--- src/rtl/guard_recovery_ctrl.sv ---
`default_nettype none
// ============================================================================
// guard_recovery_ctrl: isolate, reset, settle and re-enable a guarded subordinate
// Revision: 1.0
// ============================================================================
module guard_recovery_ctrl #(
   parameter int IsoTimeout    = 1024,
   parameter int RstHoldCycles = 16,
   parameter int SettleCycles  = 8,
   parameter int MaxRecov      = 3,
   parameter int TmrWidth      = $clog2(((IsoTimeout > RstHoldCycles) ?
                                   ((IsoTimeout > SettleCycles) ? IsoTimeout : SettleCycles) :
                                   ((RstHoldCycles > SettleCycles) ? RstHoldCycles : SettleCycles)) + 1)
) (
   input  logic       clk_i,
   input  logic       rst_ni,
   input  logic       enable_i,
   input  logic       rst_req_i,
   input  logic       isolated_i,
   input  logic       sw_clear_i,
   output logic       isolate_o,
   output logic       sub_rst_no,
   output logic       guard_ena_o,
   output logic       irq_clr_o,
   output logic       busy_o,
   output logic       forced_o,
   output logic       fail_o,
   output logic [7:0] recov_cnt_o
);

   typedef enum logic [2:0] {
      S_IDLE    = 3'd0,
      S_ISOLATE = 3'd1,
      S_RESET   = 3'd2,
      S_SETTLE  = 3'd3,
      S_RESUME  = 3'd4,
      S_FAILED  = 3'd5
   } state_e;

   localparam logic [TmrWidth-1:0] c_ISO_LAST = TmrWidth'(IsoTimeout - 1);
   localparam logic [TmrWidth-1:0] c_RST_LAST = TmrWidth'(RstHoldCycles - 1);
   localparam logic [TmrWidth-1:0] c_SET_LAST = TmrWidth'(SettleCycles - 1);

   state_e              state_q, state_d;
   logic [TmrWidth-1:0] timer_q, timer_d;
   logic                forced_q, forced_d;
   logic [7:0]          cnt_q, cnt_d;
   logic [7:0]          cnt_inc;
   logic                isolate_q, isolate_d;
   logic                sub_rst_nq, sub_rst_nd;
   logic                guard_ena_q, guard_ena_d;
   logic                irq_clr_q, irq_clr_d;
   logic                busy_q, busy_d;
   logic                fail_q, fail_d;

   always_ff @(posedge clk_i or negedge rst_ni) begin
      if (!rst_ni) begin
         state_q     <= S_IDLE;
         timer_q     <= '0;
         forced_q    <= 1'b0;
         cnt_q       <= 8'd0;
         isolate_q   <= 1'b0;
         sub_rst_nq  <= 1'b1;
         guard_ena_q <= 1'b1;
         irq_clr_q   <= 1'b0;
         busy_q      <= 1'b0;
         fail_q      <= 1'b0;
      end else begin
         state_q     <= state_d;
         timer_q     <= timer_d;
         forced_q    <= forced_d;
         cnt_q       <= cnt_d;
         isolate_q   <= isolate_d;
         sub_rst_nq  <= sub_rst_nd;
         guard_ena_q <= guard_ena_d;
         irq_clr_q   <= irq_clr_d;
         busy_q      <= busy_d;
         fail_q      <= fail_d;
      end
   end

   always_comb begin
      state_d  = state_q;
      timer_d  = timer_q;
      forced_d = forced_q;
      cnt_d    = cnt_q;
      cnt_inc  = (cnt_q == 8'hFF) ? cnt_q : cnt_q + 8'd1;
      if (sw_clear_i) cnt_d = 8'd0;

      case (state_q)
         S_IDLE: begin
            if (enable_i && rst_req_i) begin
               state_d  = S_ISOLATE;
               timer_d  = '0;
               forced_d = 1'b0;
            end
         end
         S_ISOLATE: begin
            // A clean isolation wins over a simultaneous timeout.
            if (isolated_i) begin
               state_d = S_RESET;
               timer_d = '0;
            end else if (timer_q == c_ISO_LAST) begin
               state_d  = S_RESET;
               timer_d  = '0;
               forced_d = 1'b1;
            end else begin
               timer_d = timer_q + 1'b1;
            end
         end
         S_RESET: begin
            if (timer_q == c_RST_LAST) begin
               state_d = S_SETTLE;
               timer_d = '0;
            end else begin
               timer_d = timer_q + 1'b1;
            end
         end
         S_SETTLE: begin
            if (timer_q == c_SET_LAST) begin
               if (!sw_clear_i) cnt_d = cnt_inc;
               state_d = (32'(cnt_inc) >= MaxRecov) ? S_FAILED : S_RESUME;
               timer_d = '0;
            end else begin
               timer_d = timer_q + 1'b1;
            end
         end
         S_RESUME: begin
            if (!isolated_i) state_d = S_IDLE;
         end
         S_FAILED: begin
            if (sw_clear_i) state_d = S_RESUME;
         end
         default: begin
            state_d = S_IDLE;
            timer_d = '0;
         end
      endcase

      // Outputs are a registered decode of the upcoming state.
      isolate_d   = (state_d == S_ISOLATE) || (state_d == S_RESET) ||
                    (state_d == S_SETTLE)  || (state_d == S_FAILED);
      sub_rst_nd  = (state_d != S_RESET);
      guard_ena_d = (state_d != S_RESET) && (state_d != S_SETTLE);
      irq_clr_d   = (state_d == S_SETTLE) && (timer_d == c_SET_LAST);
      busy_d      = (state_d != S_IDLE);
      fail_d      = (state_d == S_FAILED);
   end

   assign isolate_o   = isolate_q;
   assign sub_rst_no  = sub_rst_nq;
   assign guard_ena_o = guard_ena_q;
   assign irq_clr_o   = irq_clr_q;
   assign busy_o      = busy_q;
   assign forced_o    = forced_q;
   assign fail_o      = fail_q;
   assign recov_cnt_o = cnt_q;

endmodule
`default_nettype wire

--- config.mk ---
export PLATFORM = sky130hd
export DESIGN_NAME = guard_recovery_ctrl
export DESIGN_NICKNAME = d
export VERILOG_FILES = /design/src/rtl/guard_recovery_ctrl.sv
export SDC_FILE = /design/constraint.sdc
export NUM_CORES = 1
export LEC_CHECK = 0
export ABC_AREA = 1
export CELL_PAD_IN_SITES_DETAIL_PLACEMENT = 1
export CELL_PAD_IN_SITES_GLOBAL_PLACEMENT = 2
export CORE_MARGIN = 2
export CORE_UTILIZATION = 29
export DETAILED_ROUTE_END_ITERATION = 7
export GPL_ROUTABILITY_DRIVEN = 0
export GPL_TIMING_DRIVEN = 0
export PLACE_DENSITY = 0.73
export SYNTH_ARGS = -nofsm -noshare
export SYNTH_HDL_FRONTEND = slang
export SYNTH_SLANG_ARGS = --single-unit
--- constraint.sdc ---
create_clock -name clk_i -period 1.6 [get_ports clk_i]
set_input_delay 0.4 -clock clk_i [delete_from_list [all_inputs] [get_ports clk_i]]
set_output_delay 0.4 -clock clk_i [all_outputs]
set_load 0.01 [all_outputs]
==> flow_summary.html, run 1 <==
<table>
<tr><th>Metric</th><th>Value</th></tr>
<tr><th colspan="2">Synth</th></tr>
<tr><td>Synth area leaders</td><td>dfrtp_1, nand2_1, nand3_1</td></tr>
<tr><td>Net Count, Synth</td><td>around 260</td></tr>
<tr><td>Dominant cell type by area after synthesis</td><td>dfrtp_1</td></tr>
<tr><td>Async set-or-reset flop fraction in the synthesized netlist</td><td>100%</td></tr>
<tr><td>Post-synth top flop</td><td>dfrtp_1</td></tr>
<tr><td>Syn Area/Cell</td><td>~7.2 µm²</td></tr>
<tr><td>Count of flip-flops with a built-in enable after synthesis</td><td>0</td></tr>
<tr><td>Area fraction of the dominant cell type after synthesis</td><td>a little over a third</td></tr>
<tr><td>Sequential area share after synthesis</td><td>39.5%</td></tr>
<tr><td>Cell count after synthesis</td><td>255</td></tr>
<tr><td>Number of synthesized register bits</td><td>29</td></tr>
<tr><td>Cell Area, Synth</td><td>roughly 0.0018 mm²</td></tr>
<tr><td>Synth warnings</td><td>0</td></tr>
<tr><td>Number of distinct library cells after synthesis</td><td>35</td></tr>
<tr><th colspan="2">Run status</th></tr>
<tr><td>Run status</td><td>finished with violations</td></tr>
<tr><td>Failing checks</td><td>negative setup slack</td></tr>
<tr><th colspan="2">CTS</th></tr>
<tr><td>Number of sinks handled by clock tree synthesis</td><td>29</td></tr>
<tr><td>Clock insertion delay at the later pin of the skew report</td><td>~0.28 ns</td></tr>
<tr><td>Clock buffer depth</td><td>2</td></tr>
<tr><td>Library cell used as clock root buffer</td><td>clkbuf_8</td></tr>
<tr><td>Clock edge transition at the registers on the reported setup and hold paths</td><td>0.07 ns</td></tr>
<tr><td>Number of levels in the clock H-tree</td><td>2</td></tr>
<tr><td>CTS tree</td><td>built</td></tr>
<tr><td>CTS Buf Count</td><td>5</td></tr>
<tr><th colspan="2">Timing</th></tr>
<tr><td>Unrepaired setup endpoints after global routing</td><td>true</td></tr>
<tr><td>Worst setup skew after layout</td><td>approximately 0.0092 ns</td></tr>
<tr><td>Final Max Slew Viols</td><td>0</td></tr>
<tr><td>Endpoints failing hold</td><td>0</td></tr>
<tr><td>Worst slew slack as a fraction of its limit</td><td>54.5%</td></tr>
<tr><td>Final worst path period need</td><td>about 1.9 ns</td></tr>
<tr><td>Highest achievable clock rate</td><td>525 MHz</td></tr>
<tr><td>Worst setup slack after layout</td><td>-0.306 ns</td></tr>
<tr><td>Final setup violation count</td><td>13</td></tr>
<tr><td>Post-route clock period utilization</td><td>119%</td></tr>
<tr><td>Worst slew pin tran</td><td>0.683 ns</td></tr>
<tr><th colspan="2">Global route</th></tr>
<tr><td>M3 GR Usage</td><td>3.56%</td></tr>
<tr><td>Via count of the first global-routing pass</td><td>1,887</td></tr>
<tr><td>Initial antenna violation count</td><td>0</td></tr>
<tr><td>Largest net degree at the start of global routing</td><td>30</td></tr>
<tr><td>All-layer global routing usage</td><td>15.9%</td></tr>
<tr><td>Global route total overflow</td><td>0</td></tr>
<tr><td>GR Util met1</td><td>21.6%</td></tr>
<tr><td>Met2 routing resource usage after global routing</td><td>25.9%</td></tr>
<tr><td>GRT Max-Usage Layer</td><td>met2</td></tr>
<tr><td>Global-route wire length before repair</td><td>~9 mm</td></tr>
<tr><th colspan="2">Setup path</th></tr>
<tr><td>Crit path max fanout</td><td>6</td></tr>
<tr><td>CP startpoint kind</td><td>flop</td></tr>
<tr><td>Kind of cell adding the most delay to the critical path</td><td>simple AND/OR/NAND/NOR gates</td></tr>
<tr><td>Largest incremental delay on the critical path</td><td>~0.40 ns</td></tr>
<tr><td>CP Data Required Time</td><td>about 1.8 ns</td></tr>
<tr><td>Number of buffer and inverter stages on the critical path</td><td>3</td></tr>
<tr><td>Critical path type</td><td>reg2reg</td></tr>
<tr><td>Crit path DAT</td><td>2.08 ns</td></tr>
<tr><td>Crit end category</td><td>flop</td></tr>
<tr><td>Master of the slowest instance on the critical path</td><td>dfrtp_1</td></tr>
<tr><td>Cell chain of the critical path</td><td>ha_4 -&gt; nand2_4 -&gt; nor2_4 -&gt; buf_6 -&gt; nand4_4 -&gt; nand2_4 -&gt; nand3_4 -&gt; buf_4 -&gt; inv_2 -&gt; nand2_1 -&gt; nand3b_1 -&gt; nor2_1 -&gt; nand2_1 -&gt; nor2_2</td></tr>
<tr><th colspan="2">Power and ir drop</th></tr>
<tr><td>PwrDens</td><td>1160 mW/mm²</td></tr>
<tr><td>Leakage power</td><td>0.00140 µW</td></tr>
<tr><td>Maximum resistive drop on vdd</td><td>0.906 mV</td></tr>
<tr><td>Overall power of the completed layout</td><td>3240 µW</td></tr>
<tr><th colspan="2">Finish</th></tr>
<tr><td>Flip-flop count of the largest register, all copies and words added</td><td>11</td></tr>
<tr><td>Ratio of cells with drive above 1 in the final layout</td><td>40.6%</td></tr>
<tr><td>Layout area overhead</td><td>51.9%</td></tr>
<tr><td>Number of diodes added for antenna fixing</td><td>0</td></tr>
<tr><td>Register name with the most flops</td><td>timer_q</td></tr>
<tr><td>Number of nets in the layout</td><td>325</td></tr>
<tr><td>Finished Cell Area</td><td>0.00280 mm²</td></tr>
<tr><th colspan="2">Route</th></tr>
<tr><td>DR DRC count</td><td>0</td></tr>
<tr><td>Via/cell ratio</td><td>4.70</td></tr>
<tr><td>Detailed router's first-iteration violation count</td><td>67</td></tr>
<tr><td>Detailed-routing iteration count for the pre-antenna-repair pass</td><td>4</td></tr>
<tr><td>Count of antenna-violating nets left after detailed routing</td><td>0</td></tr>
<tr><td>Detail-routed net length per standard cell</td><td>14.3 µm</td></tr>
<tr><td>Total wirelength of the detailed-routed design</td><td>roughly 5.6 mm</td></tr>
<tr><td>Detailed-route via count</td><td>between 1,500 and 2,000</td></tr>
<tr><th colspan="2">Place</th></tr>
<tr><td>Placed wire-length estimate after detailed placement</td><td>3.78 mm</td></tr>
<tr><td>Area after DPL</td><td>0.00214 mm²</td></tr>
<tr><td>IO Port Bufs</td><td>20</td></tr>
<tr><th colspan="2">Die</th></tr>
<tr><td>DIE AREA</td><td>0.00701 mm²</td></tr>
<tr><td>Std-Cell Core Area</td><td>0.00624 mm²</td></tr>
<tr><td>Count of boundary I/O pins</td><td>21</td></tr>
<tr><td>Die span in x</td><td>83.7 µm</td></tr>
<tr><td>FP Rows</td><td>29</td></tr>
<tr><td>Die boundary height</td><td>about 84 µm</td></tr>
<tr><td>Initial core utilization</td><td>29.6%</td></tr>
<tr><th colspan="2">Worst hold path</th></tr>
<tr><td>Type of the most critical hold path</td><td>in2async</td></tr>
<tr><th colspan="2">Job</th></tr>
<tr><td>Maxcap violations</td><td>0</td></tr>
</table>
[metrics by stage]
stage                     setup TNS, ns  utilization, %  std cells  hold slack [ns]  setup WS (ns)
final                             -1.43            44.9        395            0.154         -0.306
after global routing              -3.35            44.9        395            0.181         -0.408
after CTS                         -1.37            38.9        377            0.179         -0.296
after detailed placement          -3.67            34.4        352            0.480         -0.533
after global placement           -16.96            34.4        352            0.510         -0.592
after floorplan                 -0.0146               -        255            0.104        -0.0146
[worst paths after layout]
kind / start / to / slack, ns / cells past startpoint
max: timer_q[0] / irq_clr_o / -0.31 / 14
min: rst_ni / timer_q[7] / 0.15 / 1
max reg2reg: timer_q[0] / irq_clr_o / -0.31 / 14
min reg2reg: forced_o / forced_o / 0.51 / 1
max in group asynchronous: rst_ni / recov_cnt_o[0] / 0.96 / 1
min in group clk_i: forced_o / forced_o / 0.51 / 1
[what timing repair did]
action	in CTS	in global routing
gates resized for setup	32	70
endpoints found under the setup margin	35	30
pin swaps	13	28
hold buffers	0	0
setup buffers	17	19
[report_power, final]
group / switching [µW] / internal [µW] / total, µW
Sequential: 114 / 891 / 1010
Combinational: 902 / 745 / 1650
Clock: 285 / 301 / 586
Total: 1300 / 1940 / 3240
[metal layers]
metal	up-vias	part of all wire [%]
li1	942	-
met1	894	48
met2	16	50
met5	-	0
met4	0	0.82
met3	5	1.9
[layout by cell type (no fill, tap or decap), types with 3 or more instances in the layout]
cell type        netlist  final
dfrtp_2                0      6
dlygate4sd2_1          0      9
nand3_1               27     18
buf_4                  0     27
nor3_4                 2      4
dfrtp_1               27     21
inv_2                  9     13
nand3_4                1      3
nand2_4                0      8
a21oi_2                2      3
nor2_1                22     15
clkdlybuf4s50_1        0      8
nand3_2                1      8
o21ai_1                1      5
clkbuf_8               0      5
o21ai_0               13      8
nand2_2                7     11
inv_1                 35     29
buf_6                  0      9
a21oi_1                7      4
nor2_2                 4      5
nand4_1                3      3
nand2_1               65     53
nor2_4                 2      8
[layout make-up]
type                       count  area, µm²
sequential                    29        736
fill                         788       3440
tap                           77       96.3
multi-input combinational    180       1220
clock buffer                   6       72.6
clock inverter                 2       10.0
timing repair buffer          56        485
inverter                      45        179
[cell usage after synthesis (3+ instances only)]
cell / n
o21ai_0: 13
nand4_1: 3
inv_1: 35
a31oi_1: 3
nand2_1: 65
nor2_2: 4
nor2_1: 22
nand2_2: 7
nand3_1: 27
dfrtp_1: 27
a21oi_1: 7
inv_2: 9
[kinds of logic after synthesis]
| family | after synthesis | share of synthesized area, % |
|---|---|---|
| compound gates | 32 | 10.1 |
| xor+xnor | 4 | 1.90 |
| fa+ha+maj | 2 | 1.36 |
| buf+inv | 46 | 9.50 |
| flops | 29 | 39.5 |
| simple gates | 142 | 37.7 |
(Power assumes the default switching activity.)
==> run 2, diff against run 1 <==
Settings changed: CAP_MARGIN set to 40, CORE_ASPECT_RATIO set to 1.75, SKIP_CTS_REPAIR_TIMING set to 1.
==> flow_summary.html, run 2 (synthesis results as in run 1) <==
<table>
<tr><th>Metric</th><th>Value</th></tr>
<tr><th colspan="2">Run status</th></tr>
<tr><td>Run status</td><td>finished with violations</td></tr>
<tr><td>Failing checks</td><td>negative setup slack</td></tr>
<tr><th colspan="2">Worst hold path</th></tr>
<tr><td>Type of the most critical hold path</td><td>in2async</td></tr>
<tr><th colspan="2">CTS</th></tr>
<tr><td>Clock edge transition at the registers on the reported setup and hold paths</td><td>0.07 ns (about the same)</td></tr>
<tr><td>Library cell used as clock root buffer</td><td>clkbuf_8</td></tr>
<tr><td>CTS Buf Count</td><td>5 (unchanged)</td></tr>
<tr><td>CTS tree</td><td>built</td></tr>
<tr><td>Clock insertion delay at the later pin of the skew report</td><td>0.28 ns (about the same)</td></tr>
<tr><td>Number of sinks handled by clock tree synthesis</td><td>29 (unchanged)</td></tr>
<tr><td>Clock buffer depth</td><td>2 (unchanged)</td></tr>
<tr><td>Number of levels in the clock H-tree</td><td>2 (unchanged)</td></tr>
<tr><th colspan="2">Timing</th></tr>
<tr><td>Worst setup slack after layout</td><td>-0.344 ns (-0.0386 ns)</td></tr>
<tr><td>Final setup violation count</td><td>24 (+11)</td></tr>
<tr><td>Worst setup skew after layout</td><td>0.00679 ns (-0.00239 ns)</td></tr>
<tr><td>Final worst path period need</td><td>1.94 ns (+0.0386 ns)</td></tr>
<tr><td>Worst slew slack as a fraction of its limit</td><td>54.0% (-0.49 points)</td></tr>
<tr><td>Endpoints failing hold</td><td>0 (unchanged)</td></tr>
<tr><td>Unrepaired setup endpoints after global routing</td><td>true</td></tr>
<tr><td>Post-route clock period utilization</td><td>122% (+2.4 points)</td></tr>
<tr><td>Worst slew pin tran</td><td>0.690 ns (+0.00739 ns)</td></tr>
<tr><td>Highest achievable clock rate</td><td>514 MHz (-2.0%)</td></tr>
<tr><td>Worst Hold Margin</td><td>0.155 ns (+0.00174 ns)</td></tr>
<tr><td>Final Max Slew Viols</td><td>0 (unchanged)</td></tr>
<tr><td>Setup TNS Final</td><td>-3.18 ns (-1.75 ns)</td></tr>
<tr><th colspan="2">Die</th></tr>
<tr><td>DIE AREA</td><td>0.00704 mm² (+0.36%)</td></tr>
<tr><td>FP Rows</td><td>38 (+31%)</td></tr>
<tr><td>Std-Cell Core Area</td><td>0.00618 mm² (-0.96%)</td></tr>
<tr><td>Die boundary height</td><td>109 µm (+31%)</td></tr>
<tr><td>Initial core utilization</td><td>29.8% (+0.29 points)</td></tr>
<tr><td>Count of boundary I/O pins</td><td>21 (unchanged)</td></tr>
<tr><td>Die span in x</td><td>64.3 µm (-23%)</td></tr>
<tr><th colspan="2">Setup path</th></tr>
<tr><td>CP Data Required Time</td><td>1.82 ns (+0.04 ns)</td></tr>
<tr><td>CP startpoint kind</td><td>flop</td></tr>
<tr><td>FF-to-FF path depth</td><td>12 (-2)</td></tr>
<tr><td>Cell chain of the critical path</td><td>ha_4 -&gt; nand2_4 -&gt; nor2_4 -&gt; buf_4 -&gt; nand3_1 -&gt; nand2_1 -&gt; inv_1 -&gt; a21oi_1 -&gt; nand3_1 -&gt; nor2_2 -&gt; nand2_1 -&gt; nor2_2</td></tr>
<tr><td>Master of the slowest instance on the critical path</td><td>dfrtp_1</td></tr>
<tr><td>Critical R2R Capture</td><td>irq_clr_o</td></tr>
<tr><td>Worst r2r src</td><td>timer_q[0]</td></tr>
<tr><td>Crit path max fanout</td><td>8 (+2)</td></tr>
<tr><td>Crit end category</td><td>flop</td></tr>
<tr><td>Register-to-Register Setup Slack</td><td>-0.34 ns (-0.04 ns)</td></tr>
<tr><td>Largest incremental delay on the critical path</td><td>0.42 ns (+0.02 ns)</td></tr>
<tr><td>Crit path DAT</td><td>2.16 ns (+0.08 ns)</td></tr>
<tr><td>Critical path type</td><td>reg2reg</td></tr>
<tr><th colspan="2">Route</th></tr>
<tr><td>Detailed-routing iteration count for the pre-antenna-repair pass</td><td>4 (unchanged)</td></tr>
<tr><td>Via/cell ratio</td><td>4.74 (+0.73%)</td></tr>
<tr><td>Top routing layer used</td><td>met4</td></tr>
<tr><td>Count of antenna-violating nets left after detailed routing</td><td>0 (unchanged)</td></tr>
<tr><td>Total wirelength of the detailed-routed design</td><td>5.62 mm (-0.16%)</td></tr>
<tr><td>Detailed router's first-iteration violation count</td><td>27 (-60%)</td></tr>
<tr><td>Detail-routed net length per standard cell</td><td>14.6 µm (+2.2%)</td></tr>
<tr><td>Routed metal-1 wirelength</td><td>1.95 mm (-27%)</td></tr>
<tr><td>DR DRC count</td><td>0 (unchanged)</td></tr>
<tr><td>Detailed-route via count</td><td>1,828 (-1.6%)</td></tr>
<tr><td>Length of routed met3 wiring</td><td>98 µm (-10%)</td></tr>
<tr><td>Routed met2 length</td><td>3.50 mm (+25%)</td></tr>
<tr><th colspan="2">Finish</th></tr>
<tr><td>Most common cell after layout, fill and taps aside</td><td>nand2_1</td></tr>
<tr><td>Number of nets in the layout</td><td>313 (-3.7%)</td></tr>
<tr><td>Layout area overhead</td><td>46.5%</td></tr>
<tr><td>Top library cells by usage in the layout, fill and taps aside</td><td>nand2_1, inv_1, nand3_1</td></tr>
<tr><td>Utilization after layout</td><td>43.7% (-1.2 points)</td></tr>
<tr><td>Number of diodes added for antenna fixing</td><td>0 (unchanged)</td></tr>
<tr><td>Non-filler instance count after layout</td><td>386 (-2.3%)</td></tr>
<tr><td>Ratio of cells with drive above 1 in the final layout</td><td>35.3% (-5.3 points)</td></tr>
<tr><td>Flip-flop count of the largest register, all copies and words added</td><td>11 (unchanged)</td></tr>
<tr><td>Register name with the most flops</td><td>timer_q</td></tr>
<tr><th colspan="2">Global route</th></tr>
<tr><td>Global route total overflow</td><td>0 (unchanged)</td></tr>
<tr><td>All-layer global routing usage</td><td>16.3% (+0.39 points)</td></tr>
<tr><td>Via count of the first global-routing pass</td><td>1,831 (-3.0%)</td></tr>
<tr><td>Global-route wire length before repair</td><td>8.66 mm (-3.5%)</td></tr>
<tr><td>Largest net degree at the start of global routing</td><td>30 (unchanged)</td></tr>
<tr><td>Initial antenna violation count</td><td>0 (unchanged)</td></tr>
<tr><th colspan="2">Place</th></tr>
<tr><td>Placed wire-length estimate after detailed placement</td><td>4.20 mm (+11%)</td></tr>
<tr><td>Placement-stage worst setup slack</td><td>-0.619 ns (-0.0863 ns)</td></tr>
<tr><td>IO Port Bufs</td><td>20 (unchanged)</td></tr>
<tr><td>Cell count after placement</td><td>355 (+0.85%)</td></tr>
<tr><th colspan="2">Power and ir drop</th></tr>
<tr><td>Leakage power</td><td>0.00147 µW (+4.7%)</td></tr>
<tr><td>Maximum resistive drop on vdd</td><td>0.495 mV (-45%)</td></tr>
<tr><td>PwrDens</td><td>1150 mW/mm² (-0.92%)</td></tr>
<tr><th colspan="2">Job</th></tr>
<tr><td>Maxcap violations</td><td>0 (unchanged)</td></tr>
</table>
-- run 2: worst max-delay path, delay by kind of cell (launching register included) --
| kind | cells | cell delay (ns) |
|---|---|---|
| flip-flops | 1 | 0.42 |
| AND/OR/NAND/NOR | 8 | 0.87 |
| AO/OA/AOI/OAI | 1 | 0.21 |
| adder cells (fa/ha/maj) | 1 | 0.18 |
| buffers and inverters | 2 | 0.20 |
-- run 2: report_power, final --
group	leakage, µW	internal, µW	switching [µW]	total [µW]
registers	0.000373	889	121	1010
logic	0.00105	646	842	1490
clock network	0.0000450	301	297	598
total	0.00147	1840	1260	3100
-- run 2: worst max path at each step --
| stage | startpoint | end | slack [ns] | cells past startpoint |
|---|---|---|---|---|
| 2_1_floorplan | timer_q[0] | irq_clr_o | -0.01 | 13 |
| 3_3_place_gp | enable_i | irq_clr_o | -0.62 | 13 |
| 3_5_place_dp | enable_i | irq_clr_o | -0.62 | 13 |
| 4_1_cts | recov_cnt_o[1] | irq_clr_o | -0.54 | 13 |
| 5_1_grt | timer_q[0] | irq_clr_o | -0.52 | 13 |
| 6_report | timer_q[0] | irq_clr_o | -0.34 | 12 |
-- run 2: per-stage QoR --
stage	area, µm²	power (µW)
final	2700	3100
after global routing	2700	3340
after CTS	2230	2690
after detailed placement	2150	2080
after global placement	2150	2070
after floorplan	1850	1680
-- run 2: routing by layer --
layer  up-vias  global-route usage, %
met1       886                   15.2
met5         -                      0
li1        914                      -
met2        22                   34.4
met4         0                   6.38
met3         6                   1.84
-- run 2: final cells by class --
type,count,area [µm²]
repair buffers,43,404
clock inverters,2,10.0
fillers,746,3480
clock buffers,6,72.6
inverters,45,175
flip-flops and latches,29,737
multi-input cells,180,1190
well taps,80,100
plain buffers,1,15.0
==> run 3, diff against run 2 <==
Settings changed: CAP_MARGIN 40 to not set, GPL_ROUTABILITY_DRIVEN 0 to not set.
==> results of run 3 <==
Final layout, timing and power as in run 2 (identical DEF).
==> edit 1: new RTL, flow settings as in run 1 <==
Make the reset (`rst_ni`) synchronous in one clocked block.
--- a/src/rtl/guard_recovery_ctrl.sv
+++ b/src/rtl/guard_recovery_ctrl.sv
@@ -53,7 +53,7 @@
    logic                busy_q, busy_d;
    logic                fail_q, fail_d;
 
-   always_ff @(posedge clk_i or negedge rst_ni) begin
+   always_ff @(posedge clk_i) begin
       if (!rst_ni) begin
          state_q     <= S_IDLE;
          timer_q     <= '0;
Behaviour: differs if rst_ni is asserted again (counterexample within 4 cycles, from zero or initial values and one cycle with rst_ni low); with rst_ni held inactive, the same outputs for 10 cycles.
==> edit 1 against run 1 <==
- the run still ends with negative setup slack left
- worst setup slack improved by 100 ps
- sequential cell count unchanged
- global-route usage increased by 1.7 points
- design area decreased by 7.5%
- routed wire length decreased by 1.3%
- area after synthesis decreased by 4.3%
- largest cell class unchanged
Power is not compared: it rests on default switching activity, and its combinational part moved more than twofold at a synthesized area within 25%.
==> edit 1: results (changes against run 1) <==
result of the run finished with violations (unchanged); violations in the final reports negative setup slack (unchanged); cell area after placement 0.00206 mm² (was 0.00214 mm²); worst min path class register to register (was input port to asynchronous set/reset pin); arrival time at the worst endpoint 2030 ps (was 2080 ps); Total GRT Usage 17.6% (was 15.9%); metal3 WL 146 µm (was 109 µm); transition time of the tightest slew-check pin 399 ps (was 683 ps); global-route wire length before repair 8890 µm (was 8980 µm); layout cell share with drive strength beyond 1 34.6% (was 40.6%); number of global-route vias before repair 1763 (was 1887); number of DRC markers in iteration 0 32 (was 67); met1 usage in global routing 22.3% (was 21.6%); met2 capacity usage during global routing 30.9% (was 25.9%); final setup violation count 6 (was 13); length of routed wiring on met1 2600 µm (was 2680 µm); maximum fanout along the worst path 7 (was 6); most used flip-flop cell after synthesis sky130_fd_sc_hd__dfxtp_1 (was sky130_fd_sc_hd__dfrtp_1); minimum hold slack 471 ps (was 154 ps); Post-synth top cells sky130_fd_sc_hd__nand2_1, sky130_fd_sc_hd__inv_1, sky130_fd_sc_hd__nor2_1, sky130_fd_sc_hd__dfxtp_1, sky130_fd_sc_hd__nand3_1 (was sky130_fd_sc_hd__nand2_1, sky130_fd_sc_hd__inv_1, sky130_fd_sc_hd__dfrtp_1, sky130_fd_sc_hd__nand3_1, sky130_fd_sc_hd__nor2_1); share of synthesized area occupied by flip-flops and latches 32.9% (was 39.5%); Detailed Route WL 5560 µm (was 5630 µm); cell count after placement 363 (was 352); mean cell area of the mapped netlist 6.58 µm² (was 7.23 µm²); detailed-route via count 1845 (was 1857); worst-case setup slack after placement -540 ps (was -533 ps); global-route met3 utilization 2.97% (was 3.56%); Final WS setup -202 ps (was -306 ps); post-route setup TNS -563 ps (was -1430 ps); post-detailed-route via-to-cell ratio 4.69 (was 4.70); length of routed met2 wiring 2770 µm (was 2800 µm); Gates resized, CTS repair 58 (was 32); Post-Route Skew 5.07 ps (was 9.18 ps); post-DP HPWL 3980 µm (was 3780 µm); pin count of the biggest net entering global routing 11 (was 30); Synth area leaders sky130_fd_sc_hd__dfxtp_1, sky130_fd_sc_hd__nand2_1, sky130_fd_sc_hd__inv_1 (was sky130_fd_sc_hd__dfrtp_1, sky130_fd_sc_hd__nand2_1, sky130_fd_sc_hd__nand3_1)
-- edit 1: cell types whose count changed in the layout (fill, tap and decap cells not counted), sizes merged, moves of 6 or more --
| cell | delta |
|---|---|
| dfrtp | -27 |
| buf | -15 |
| nand2 | -11 |
| dfxtp | +29 |
| xor2 | +6 |
| a21oi | +9 |
| nor2 | +15 |
-- edit 1: area by class of cell --
class | count | area (µm²)
fillers | 748 | 3290
multi-input cells | 194 | 1250
flip-flops and latches | 29 | 613
repair buffers | 42 | 367
inverters | 44 | 173
well taps | 75 | 93.8
clock buffers | 5 | 68.8
clock inverters | 3 | 17.5
plain buffers | 1 | 5.00
-- edit 1: path summary, 6_finish.rpt --
path              startpoint         to  cells past startpoint
setup / recovery  timer_q[1]  irq_clr_o                     11
hold / removal      forced_o   forced_o                      2
setup reg to reg  timer_q[1]  irq_clr_o                     11
hold reg to reg     forced_o   forced_o                      2
-- edit 1: kinds of logic (layout without fill, tap and decap cells) --
kind of cell	count (synthesis)	count (layout)	synth area share, %
adder cells (fa/ha/maj)	2	2	1.42
AO/OA/AOI/OAI	40	40	12.6
AND/OR/NAND/NOR	143	143	38.7
buffers and inverters	45	95	9.86
flip-flops	29	29	32.9
XOR/XNOR	9	9	4.47
-- edit 1: critical path, stage by stage, from the launching register on --
cell and delay [ps]:
sky130_fd_sc_hd__dfxtp_4 360, sky130_fd_sc_hd__ha_4 160, sky130_fd_sc_hd__nand2_4 70, sky130_fd_sc_hd__nor2_8 170, sky130_fd_sc_hd__nand3_4 110, sky130_fd_sc_hd__nand2_4 110, sky130_fd_sc_hd__nand3_4 160, sky130_fd_sc_hd__a22oi_1 220
sky130_fd_sc_hd__nand2_1 120, sky130_fd_sc_hd__nor2_1 110, sky130_fd_sc_hd__nand2_1 80, sky130_fd_sc_hd__nor2_2 80
==> edit 2: new RTL, flow settings as in run 1 <==
Made on the original files. `RstHoldCycles`: 16 -> 32.
--- a/src/rtl/guard_recovery_ctrl.sv
+++ b/src/rtl/guard_recovery_ctrl.sv
@@ -5,7 +5,7 @@
 // ============================================================================
 module guard_recovery_ctrl #(
    parameter int IsoTimeout    = 1024,
-   parameter int RstHoldCycles = 16,
+   parameter int RstHoldCycles = 32,
    parameter int SettleCycles  = 8,
    parameter int MaxRecov      = 3,
    parameter int TmrWidth      = $clog2(((IsoTimeout > RstHoldCycles) ?
Check against the original RTL: same outputs for any inputs over 10 cycles, from zero or initial values and one cycle with rst_ni low; that may be too few to reach the edited logic, so the function may still have changed.
==> edit 2 against run 1 <==
- synthesized cell count decreased by 2.0%
- area after synthesis is 1.4% lower
- design area is 4.2% lower
- critical path type unchanged
- sequential cell count unchanged
- fmax is 5.8% higher
- count of clock-buffer cells in the layout stayed put
- non-clock buffer count shrank 10
- worst setup slack improved by 110 ps
- routed wire length is 2.2% higher
- the run still ends with negative setup slack left
- total power fell by 2.2%
==> edit 2: results (changes against run 1) <==
Compound-Gate Fraction of Synth Area 9.84% (was 10.1%); final setup violation count 7 (was 13); number of cells in the finished layout apart from fillers 379 (was 395); # nets final 311 (was 325); length of routed wiring on met1 2750 µm (was 2680 µm); share of synthesized area occupied by flip-flops and latches 40.1% (was 39.5%); CP top delay family simple AND/OR/NAND/NOR gates (unchanged); post-DP HPWL 3980 µm (was 3780 µm); global-route wire length before repair 9460 µm (was 8980 µm); leakage dissipation 1.35 nW (was 1.40 nW); maximum fanout along the worst path 7 (was 6); routed length per instance 15.2 µm (was 14.3 µm); Post-synth top cells sky130_fd_sc_hd__nand2_1, sky130_fd_sc_hd__inv_1, sky130_fd_sc_hd__nor2_1, sky130_fd_sc_hd__dfrtp_1, sky130_fd_sc_hd__nand3_1 (was sky130_fd_sc_hd__nand2_1, sky130_fd_sc_hd__inv_1, sky130_fd_sc_hd__dfrtp_1, sky130_fd_sc_hd__nand3_1, sky130_fd_sc_hd__nor2_1); adder-cell share of the synthesized area 1.38% (was 1.36%); Int Pwr 1.95 mW (was 1.94 mW); Top Metal Used met4 (unchanged); number of global-route vias before repair 1878 (was 1887); syn_nets 258 (was 263); result of the run finished with violations (unchanged); arrival time at the worst endpoint 2030 ps (was 2080 ps); parity-gate share of the synthesized area counting xor and xnor cells 2.89% (was 1.90%); cell count after placement 345 (was 352); TritonCTS buffer count 5 (unchanged); Cells after Synth 250 (was 255); layout cell share with drive strength beyond 1 37.5% (was 40.6%); pin count of the biggest net entering global routing 30 (unchanged); Synth area leaders sky130_fd_sc_hd__dfrtp_1, sky130_fd_sc_hd__nand2_1, sky130_fd_sc_hd__inv_1 (was sky130_fd_sc_hd__dfrtp_1, sky130_fd_sc_hd__nand2_1, sky130_fd_sc_hd__nand3_1); post-route setup TNS -905 ps (was -1430 ps); Total GRT Usage 17.0% (was 15.9%); Reg2Reg Launch Point timer_q[1] (was timer_q[0]); cell area after placement 0.00216 mm² (was 0.00214 mm²); Most flops, register timer_q (unchanged); number of DRC markers in iteration 0 53 (was 67); PortBufs 20 (unchanged); detailed-route via count 1797 (was 1857); violations in the final reports negative setup slack (unchanged); mux cell area share after synthesis 0% (unchanged); ant diodes 0 (unchanged); count of cells along the worst register-to-register path 9 (was 14); Post-Route Skew 5.83 ps (was 9.18 ps); Worst-path clk slew 70 ps (about the same); metal3 WL 148 µm (was 109 µm); worst-case setup slack after placement -729 ps (was -533 ps); length of routed met2 wiring 2810 µm (was 2800 µm); minimum hold slack 162 ps (was 154 ps); Worst VDD drop 783 µV (was 906 µV); Yosys cell types 36 (was 35); worst max-slew margin expressed relative to the limit 53.3% (was 54.5%); Final WS setup -200 ps (was -306 ps); CTS root buf sky130_fd_sc_hd__clkbuf_8 (unchanged)
[edit 2: worst max-delay path by stage]
| stage | startpoint | endpoint | slack (ps) | depth (start not counted) |
|---|---|---|---|---|
| after floorplan | recov_cnt_o[0] | busy_o | -40 | 12 |
| after global placement | enable_i | irq_clr_o | -740 | 13 |
| after detailed placement | rst_req_i | irq_clr_o | -730 | 13 |
| after CTS | timer_q[1] | irq_clr_o | -270 | 11 |
| after global routing | timer_q[1] | irq_clr_o | -370 | 9 |
| final | timer_q[1] | irq_clr_o | -200 | 9 |
[edit 2: worst register-to-register path: cells and delay by family (launching register included)]
| kind | cells | cell delay [ps] |
|---|---|---|
| AND/OR/NAND/NOR | 6 | 730 |
| flip-flops | 1 | 400 |
| AO/OA/AOI/OAI | 2 | 430 |
| adder cells (fa/ha/maj) | 1 | 180 |
[edit 2: per-layer routing]
metal	vias up	track usage [%]
li1	904	-
met1	865	23.8
met2	23	27.3
met3	5	3.28
met4	0	3.58
met5	-	0
[edit 2: power groups by stage]
stage | Combinational, mW | Clock [mW] | Sequential [mW]
after floorplan | 0.635 | 0 | 1.02
after global placement | 1.02 | 0 | 1.02
after detailed placement | 1.03 | 0 | 1.02
after CTS | 1.22 | 0.835 | 0.999
after global routing | 1.49 | 0.865 | 1.02
final | 1.34 | 0.818 | 1.01
[edit 2: area by class of cell]
| cell class | instances | area [µm²] |
|---|---|---|
| well taps | 75 | 93.8 |
| inverters | 39 | 153 |
| clock buffers | 6 | 82.6 |
| repair buffers | 46 | 395 |
| fillers | 725 | 3310 |
| multi-input cells | 182 | 1180 |
| flip-flops and latches | 29 | 741 |
| clock inverters | 2 | 37.5 |
[edit 2: repair_timing]
item,in CTS,in global routing
setup buffers,17,9
cloned,1,0
gates resized for setup,42,35
endpoints found under the setup margin,40,23
pin swaps,11,13
